$ cat config.mk
export PLATFORM = sky130hd
export DESIGN_NAME = dac8563_frame_rx
export DESIGN_NICKNAME = d
export VERILOG_FILES = /design/src/rtl/dac8563_frame_rx.sv
export SDC_FILE = /design/constraint.sdc
export NUM_CORES = 1
export LEC_CHECK = 0
export CORE_MARGIN = 2
export CORE_UTILIZATION = 45
export CTS_CLUSTER_SIZE = 40
export DETAILED_ROUTE_END_ITERATION = 12
export PLACE_DENSITY = 0.66
export SLEW_MARGIN = 20
export SYNTH_ARGS = -nofsm -noshare
export SYNTH_HDL_FRONTEND = slang
export SYNTH_SLANG_ARGS = --single-unit
$ cat constraint.sdc
create_clock -name SYS_CLK -period 7.3 [get_ports SYS_CLK]
set_clock_uncertainty 0.05 [all_clocks]
set_input_delay 0.73 -clock SYS_CLK [delete_from_list [all_inputs] [get_ports SYS_CLK]]
set_output_delay 0.73 -clock SYS_CLK [all_outputs]
set_load 0.05 [all_outputs]
$ cat src/rtl/dac8563_frame_rx.sv
// dac8563_frame_rx
// Receives DAC8563-style 24-bit SPI frames on an asynchronous SYNC/SCLK/MOSI
// bus, decodes CMD/ADDR/DATA and models the two channel input and DAC
// registers. All serial inputs are resynchronized into SYS_CLK before use.
module dac8563_frame_rx #(
    parameter int SYNC_STAGES = 2
) (
    input  logic        SYS_CLK,
    input  logic        RST,
    input  logic        SYNC,
    input  logic        SCLK,
    input  logic        MOSI,
    output logic        FRAME_VALID,
    output logic        FRAME_ERR,
    output logic [2:0]  CMD,
    output logic [2:0]  ADDR,
    output logic [15:0] DATA,
    output logic [15:0] DAC_A,
    output logic [15:0] DAC_B
);

    typedef enum logic [1:0] {
        IDLE  = 2'd0,
        SHIFT = 2'd1,
        HOLD  = 2'd2
    } state_t;

    localparam logic [15:0] MIDSCALE = 16'h8000;

    logic [SYNC_STAGES-1:0] sync_sr;
    logic [SYNC_STAGES-1:0] sclk_sr;
    logic [SYNC_STAGES-1:0] mosi_sr;
    logic                   sync_d;
    logic                   sclk_d;
    logic [SYNC_STAGES:0]   arm_sr;

    logic sync_s;
    logic sclk_s;
    logic mosi_s;
    logic armed;
    logic sync_fall;
    logic sync_rise;
    logic sclk_fall;

    state_t      state;
    logic [4:0]  bit_cnt;
    logic [23:0] shreg;
    logic [23:0] shreg_next;

    logic [15:0] in_a;
    logic [15:0] in_b;
    logic        sel_a;
    logic        sel_b;

    assign sync_s = sync_sr[SYNC_STAGES-1];
    assign sclk_s = sclk_sr[SYNC_STAGES-1];
    assign mosi_s = mosi_sr[SYNC_STAGES-1];

    // The arm chain keeps the reset-forced SYNC=1 from turning an already-low
    // SYNC into a fake falling edge while the synchronizer refills.
    assign armed     = arm_sr[SYNC_STAGES];
    assign sync_fall = armed & sync_d & ~sync_s;
    assign sync_rise = ~sync_d & sync_s;
    assign sclk_fall = sclk_d & ~sclk_s;

    // MOSI is taken from the same synchronizer depth as SCLK so the sampled
    // bit lines up with the detected falling edge.
    assign shreg_next = {shreg[22:0], mosi_s};

    assign sel_a = (ADDR == 3'b000) || (ADDR == 3'b111);
    assign sel_b = (ADDR == 3'b001) || (ADDR == 3'b111);

    // Synchronizer chains, edge-detect registers and post-reset arm chain.
    always_ff @(posedge SYS_CLK or posedge RST) begin
        if (RST) begin
            sync_sr <= '1;
            sclk_sr <= '1;
            mosi_sr <= '0;
            sync_d  <= 1'b1;
            sclk_d  <= 1'b1;
            arm_sr  <= '0;
        end else begin
            sync_sr <= {sync_sr[SYNC_STAGES-2:0], SYNC};
            sclk_sr <= {sclk_sr[SYNC_STAGES-2:0], SCLK};
            mosi_sr <= {mosi_sr[SYNC_STAGES-2:0], MOSI};
            sync_d  <= sync_s;
            sclk_d  <= sclk_s;
            arm_sr  <= {arm_sr[SYNC_STAGES-1:0], 1'b1};
        end
    end

    // Frame FSM: shift bits in, commit on the 24th edge, flag aborted frames.
    always_ff @(posedge SYS_CLK or posedge RST) begin
        if (RST) begin
            state       <= IDLE;
            bit_cnt     <= 5'd0;
            shreg       <= 24'd0;
            FRAME_VALID <= 1'b0;
            FRAME_ERR   <= 1'b0;
            CMD         <= 3'd0;
            ADDR        <= 3'd0;
            DATA        <= 16'd0;
        end else begin
            FRAME_VALID <= 1'b0;
            FRAME_ERR   <= 1'b0;
            case (state)
                IDLE: begin
                    if (sync_fall) begin
                        state   <= SHIFT;
                        bit_cnt <= 5'd0;
                        shreg   <= 24'd0;
                    end
                end
                SHIFT: begin
                    if (sclk_fall) begin
                        shreg   <= shreg_next;
                        bit_cnt <= bit_cnt + 5'd1;
                    end
                    if (sclk_fall && (bit_cnt == 5'd23)) begin
                        // A completing edge wins over a simultaneous SYNC rise;
                        // in that case skip HOLD since the rise is already consumed.
                        FRAME_VALID <= 1'b1;
                        CMD         <= shreg_next[21:19];
                        ADDR        <= shreg_next[18:16];
                        DATA        <= shreg_next[15:0];
                        state       <= sync_rise ? IDLE : HOLD;
                    end else if (sync_rise) begin
                        FRAME_ERR <= 1'b1;
                        state     <= IDLE;
                    end
                end
                HOLD: begin
                    if (sync_rise) begin
                        state <= IDLE;
                    end
                end
                default: state <= IDLE;
            endcase
        end
    end

    // Channel register model, updated the cycle after a committed frame.
    // Write-and-update loads only the DAC register; the input register keeps
    // whatever the last write-input command left there.
    always_ff @(posedge SYS_CLK or posedge RST) begin
        if (RST) begin
            in_a  <= MIDSCALE;
            in_b  <= MIDSCALE;
            DAC_A <= MIDSCALE;
            DAC_B <= MIDSCALE;
        end else if (FRAME_VALID) begin
            case (CMD)
                3'b011: begin
                    if (sel_a) DAC_A <= DATA;
                    if (sel_b) DAC_B <= DATA;
                end
                3'b000: begin
                    if (sel_a) in_a <= DATA;
                    if (sel_b) in_b <= DATA;
                end
                3'b010: begin
                    if (sel_a) DAC_A <= in_a;
                    if (sel_b) DAC_B <= in_b;
                end
                default: ;
            endcase
        end
    end

endmodule

# Word-level counts from Yosys, hierarchy flattened
# Cells that the tools add are included.
[op_classes]
reduce_logical = 14
eq_ne = 13
muxes = 22
addsub = 1
n_bitwise = 7
[op_table]
columns = ["cell", "count"]
rows = [
  ["$mux 16", 4],
  ["$pmux 16 s2", 2],
  ["$mux 21", 2],
  ["$pmux 21 s2", 1],
  ["$ne 2x2->1 const B", 6],
  ["$mux 5", 2],
  ["$pmux 5 s2", 1],
  ["$reduce_and 3->1", 3],
  ["$mux 2", 4],
  ["$reduce_and 4->1", 2],
  ["$eq 3x2->1 const B", 2],
  ["$logic_not 3->1", 2],
  ["$pmux 2 s3", 1],
  ["$add 5x1->5 const B", 1],
  ["$eq 5x5->1 const B", 1],
  ["$mux 1", 5],
  ["$and 1x1->1", 4],
  ["$reduce_bool 2->1", 2],
  ["$eq 3x1->1 const B", 1],
  ["$eq 3x3->1 const B", 1],
  ["$not 1->1", 3],
  ["$eq 2x1->1 const B", 1],
  ["$eq 2x2->1 const B", 1],
  ["$logic_not 2->1", 1],
  ["other kinds (3)", 4],
]
[word_totals]
output_inout_bits = 56
word_cells = 75
ff_bits = 127

# Longest topological paths before layout
[depth]
ltp_word = 5
mapped_depth = 5
ltp_nobuf = 4

# Worst setup path after synthesis
# No wires, ideal clock.
[synth_path]
kind = "register to register"
from = "register ADDR[2]"
to = "register DAC_B[1]"
path_buffers = 1
t_arrival_ps = 1906
path_slack_ps = 5220
setup_time_ps = 125
stages_incl_launch_ff = 5
path_cell_list = "dfrtp_1 > xor2_1 > nor4b_4 > buf_6 > mux2_2"
[synth_between]
elab_chain_len = 4
[synth_rtl]
columns = ["item", "line_no", "rtl"]
rows = [
  ["start: declaration", "16", "output logic [2:0] ADDR,"],
  ["start signal: assignment", "124", "ADDR <= shreg_next[18:16];"],
  ["$eq 3x1->1 or $eq 3x3->1 (tied branches)", "71", "assign sel_b = (ADDR == 3'b001) || (ADDR == 3'b111);"],
  ["$logic_or 1x1->1 *", "71", ""],
  ["$ne 2x2->1 (no source line)", "n/a", ""],
  ["$reduce_and 4->1 (no source line) *", "n/a", ""],
  ["end signal: assignment", "163", "if (sel_b) DAC_B <= in_b;"],
  ["end: declaration", "19", "output logic [15:0] DAC_B"],
]
# Every way passes the cells marked *; elsewhere a longest branch is shown, timed or not.
# A chain may end at the register's enable or synchronous reset.

# Worst setup path after layout
[layout_path]
from = "register CMD[2]"
to = "output CMD[2]"
[layout_lines]
columns = ["item", "line_no", "rtl"]
rows = [
  ["start: declaration", "15", "output logic [2:0] CMD,"],
  ["start signal: assignment", "123", "CMD <= shreg_next[21:19];"],
]
# No word-level cell between the ends.

==> flow_summary.json <==
{
  "cts_tree": "built",
  "first_iter_violations": 135,
  "r2r_setup_slack_ns": 5.15,
  "cts_resized": 0,
  "pwr-share-comb": 0.022,
  "syn_inst": 370,
  "path_delay_family": "buffers and inverters",
  "die_width_um": 111.8,
  "worstPathArrival_ns": 1.79,
  "fin_crit_ns": 2.567,
  "powerDensity_nw_per_um2": 248.5,
  "synth_cell_types": 36,
  "grt_pass1_vias": 3305,
  "grt-ovfl-total": 0,
  "num_antenna_cells": 0,
  "worstPathMaxFanout": 6,
  "pre_cts_ws_ns": 4.551,
  "period_share": 0.3517,
  "intPower_mw": 1.296,
  "totalNegativeSetupSlack_ns": 0,
  "vdd_drop_max_uv": 183.0,
  "outcome": "completed",
  "netlist_area_um2": 5225,
  "first_pass_iters": 4,
  "crit_buf_inv": 1,
  "synth_edf_count": 0,
  "port-buffer-count": 60,
  "max_slew.worst_pin.slew_ns": 1.091,
  "p_leak_nw": 3.046,
  "drive_above_1_share": 0.3800,
  "slowest_stage": "clkdlybuf4s50_1",
  "antenna_found_initial": 0,
  "clkPwrFrac": 0.536,
  "r2r_cells": 3,
  "route.detailed.drc": 0,
  "drt_wl_total_um": 9979,
  "ys_ff_latch": 127,
  "hold_path_end": "arm_sr[1]",
  "seq_power_share": 0.442,
  "clock-root-buffer": "clkbuf_16",
  "ios": 61,
  "cap_violations": 0,
  "fin_nets": 443,
  "wl_per_cell_um": 16.83,
  "hold_depth": 0,
  "syn_area_per_cell_um2": 14.12,
  "clock-sinks": 127,
  "hp-class": "reg -> reg",
  "synth_fp_nets": 376,
  "avgViaCountPerCell": 5.300,
  "drv_slew": 0,
  "p_switching_mw": 0.3434,
  "setup_viol_count_final": 0,
  "grt_max_degree": 80,
  "final_core_util": 0.5804,
  "cts-buffers-inserted": 17,
  "fp.dieH_um": 111.8,
  "cpPeakStageDelay_ns": 0.87,
  "synth_flop_cell": "dfrtp_1",
  "track_usage": 0.1746,
  "yosysWarnings": 0,
  "yosysSeqAreaShare": 0.6106,
  "clk_pin_slew_ns": 0.06,
  "slew_headroom": 0.2705,
  "rr_startpoint": "CMD[2]",
  "dieArea_um2": 12490,
  "htreeDepth": 4,
  "area_growth_pct": 26.29,
  "rows": 39,
  "routabilityCongestion": 0.7309,
  "crit_required_ns": 6.52,
  "netSwitchingFraction": 0.2094,
  "worstHoldStart": "arm_sr[0]",
  "num_vias": 3143,
  "start_util": 0.4596,
  "dpl.hpwl_um": 5890,
  "nFillCells": 941,
  "grt_pass1_wl_um": 17020,
  "rsz0062_at_grt": "no",
  "clockBufferDepth": 2,
  "drtAntennaViolNets": 0,
  "hold_buffers": 0,
  "max_freq_mhz": 389.5,
  "r2r_end": "in_b[4]",
  "core_area_um2": 11370,
  "post_cts.repair.setup_buffers": 0,
  "worst_slack_ns": 4.733,
  "path_class": "reg -> out",
  "crit_chain": "clkdlybuf4s50_1",
  "critPathLaunchType": "flop",
  "async_reset_ff_frac": 1.000,
  "clkLatencyLatePin_ns": 0.40,
  "cp-end-kind": "primary output",
  "hold_viol": 0
}
worst register-to-register path, delay by kind of cell, from the launching register on:
family | cells | cell delay [ns]
muxes | 1 | 0.44
DFF | 1 | 0.48
and+or+nand+nor | 2 | 1.08
synth_stat cells, types with 2 or more instances:
library cell,instances,area [µm²]
o21bai_1,2,15.01
nand2b_1,2,12.51
buf_4,3,22.52
nand4b_1,2,17.52
mux2_2,114,1284
or3_1,3,18.77
clkbuf_1,6,22.52
nor2b_1,2,12.51
nand3_1,2,10.01
mux2_1,4,45.04
dfstp_2,10,262.8
buf_2,6,30.03
dfrtp_1,117,2928
buf_6,2,22.52
a21oi_1,3,15.01
o21ai_0,25,125.1
nor3_2,2,20.02
inv_1,4,15.01
nand2_1,44,165.2
through the flow:
stage                     hold WS [ns]  instance area, µm²  cells  power, mW
after global placement          0.2845                5958    560     0.7712
final                           0.3034                6599    593      1.640
after CTS                       0.3056                6579    592      1.660
after global routing            0.3090                6599    593      1.703
after detailed placement        0.2965                5958    560     0.7733
after floorplan                 0.2812                5225    370     0.7596
sequential cells by signal (all words and copies together) (netlist names), 5 cells and up:
name,cells
DATA,16
shreg,21
in_a,16
in_b,16
DAC_A,16
bit_cnt,5
DAC_B,16
layer usage:
layer	routed length, µm	GRT usage	vias to the layer above	part of all wire
li1	-	-	1442	-
met3	390	0.04518	6	0.039
met4	96	0.06667	0	0.0096
met5	0	0	-	0
met2	5079	0.2844	56	0.51
met1	4413	0.2259	1639	0.44
worst max-delay path by stage:
stage,cells past startpoint,from,slack (ns),endpoint
floorplan,1,RST,3.15,ADDR[0]
global placement,3,RST,4.59,DAC_B[11]
detailed placement,3,RST,4.55,DAC_B[11]
CTS,1,CMD[2],4.71,CMD[2]
global route,1,CMD[2],4.66,CMD[2]
finish,1,CMD[2],4.73,CMD[2]
logic make-up (layout without fill, tap and decap cells):
kind of cell | after synthesis | count (layout) | share of synthesized area
other | 1 | 1 | 0.0007177
AO/OA/AOI/OAI | 34 | 34 | 0.03783
AND/OR/NAND/NOR | 66 | 66 | 0.06897
flip-flops | 127 | 127 | 0.6106
adder cells (fa/ha/maj) | 1 | 1 | 0.002394
buffers and inverters | 21 | 101 | 0.02155
XOR/XNOR | 1 | 1 | 0.001677
multiplexers | 119 | 119 | 0.2562
cells in the final DEF, fill, tap and decap left out, types with 2 or more instances in the layout:
cell type	synthesis	layout
bufinv_16	0	4
inv_1	4	3
a21oi_1	3	3
buf_4	3	4
mux2_1	4	4
or3_1	3	3
clkinv_4	0	2
o21bai_1	2	2
nand4b_1	2	2
nor3b_4	1	2
nand2b_1	2	2
nand2_1	44	44
clkdlybuf4s50_1	0	60
dfstp_2	10	10
o21ai_0	25	25
clkinv_2	0	3
nand3_1	2	2
clkbuf_16	0	17
nor2b_1	2	2
clkinvlp_4	0	4
dfrtp_1	117	117
mux2_2	114	114
area by class of cell:
class	instances	area, µm²	share of cell area
multi-input combinational	222	1946	0.2948
inverter	4	17.52	0.002655
sequential	127	3191	0.4835
tap	143	178.9	0.02711
clock inverter	14	191.4	0.02901
clock buffer	18	429.2	0.06504
timing repair buffer	65	645.6	0.09784
power by group through the flow:
stage	combinational, mW	sequential (mW)	clock, mW
floorplan	0.0243	0.735	0
global placement	0.0352	0.736	0
detailed placement	0.0366	0.737	0
CTS	0.0368	0.724	0.899
global route	0.0422	0.726	0.935
finish	0.0354	0.725	0.880
No activity file was read; power rests on OpenSTA's default activity.
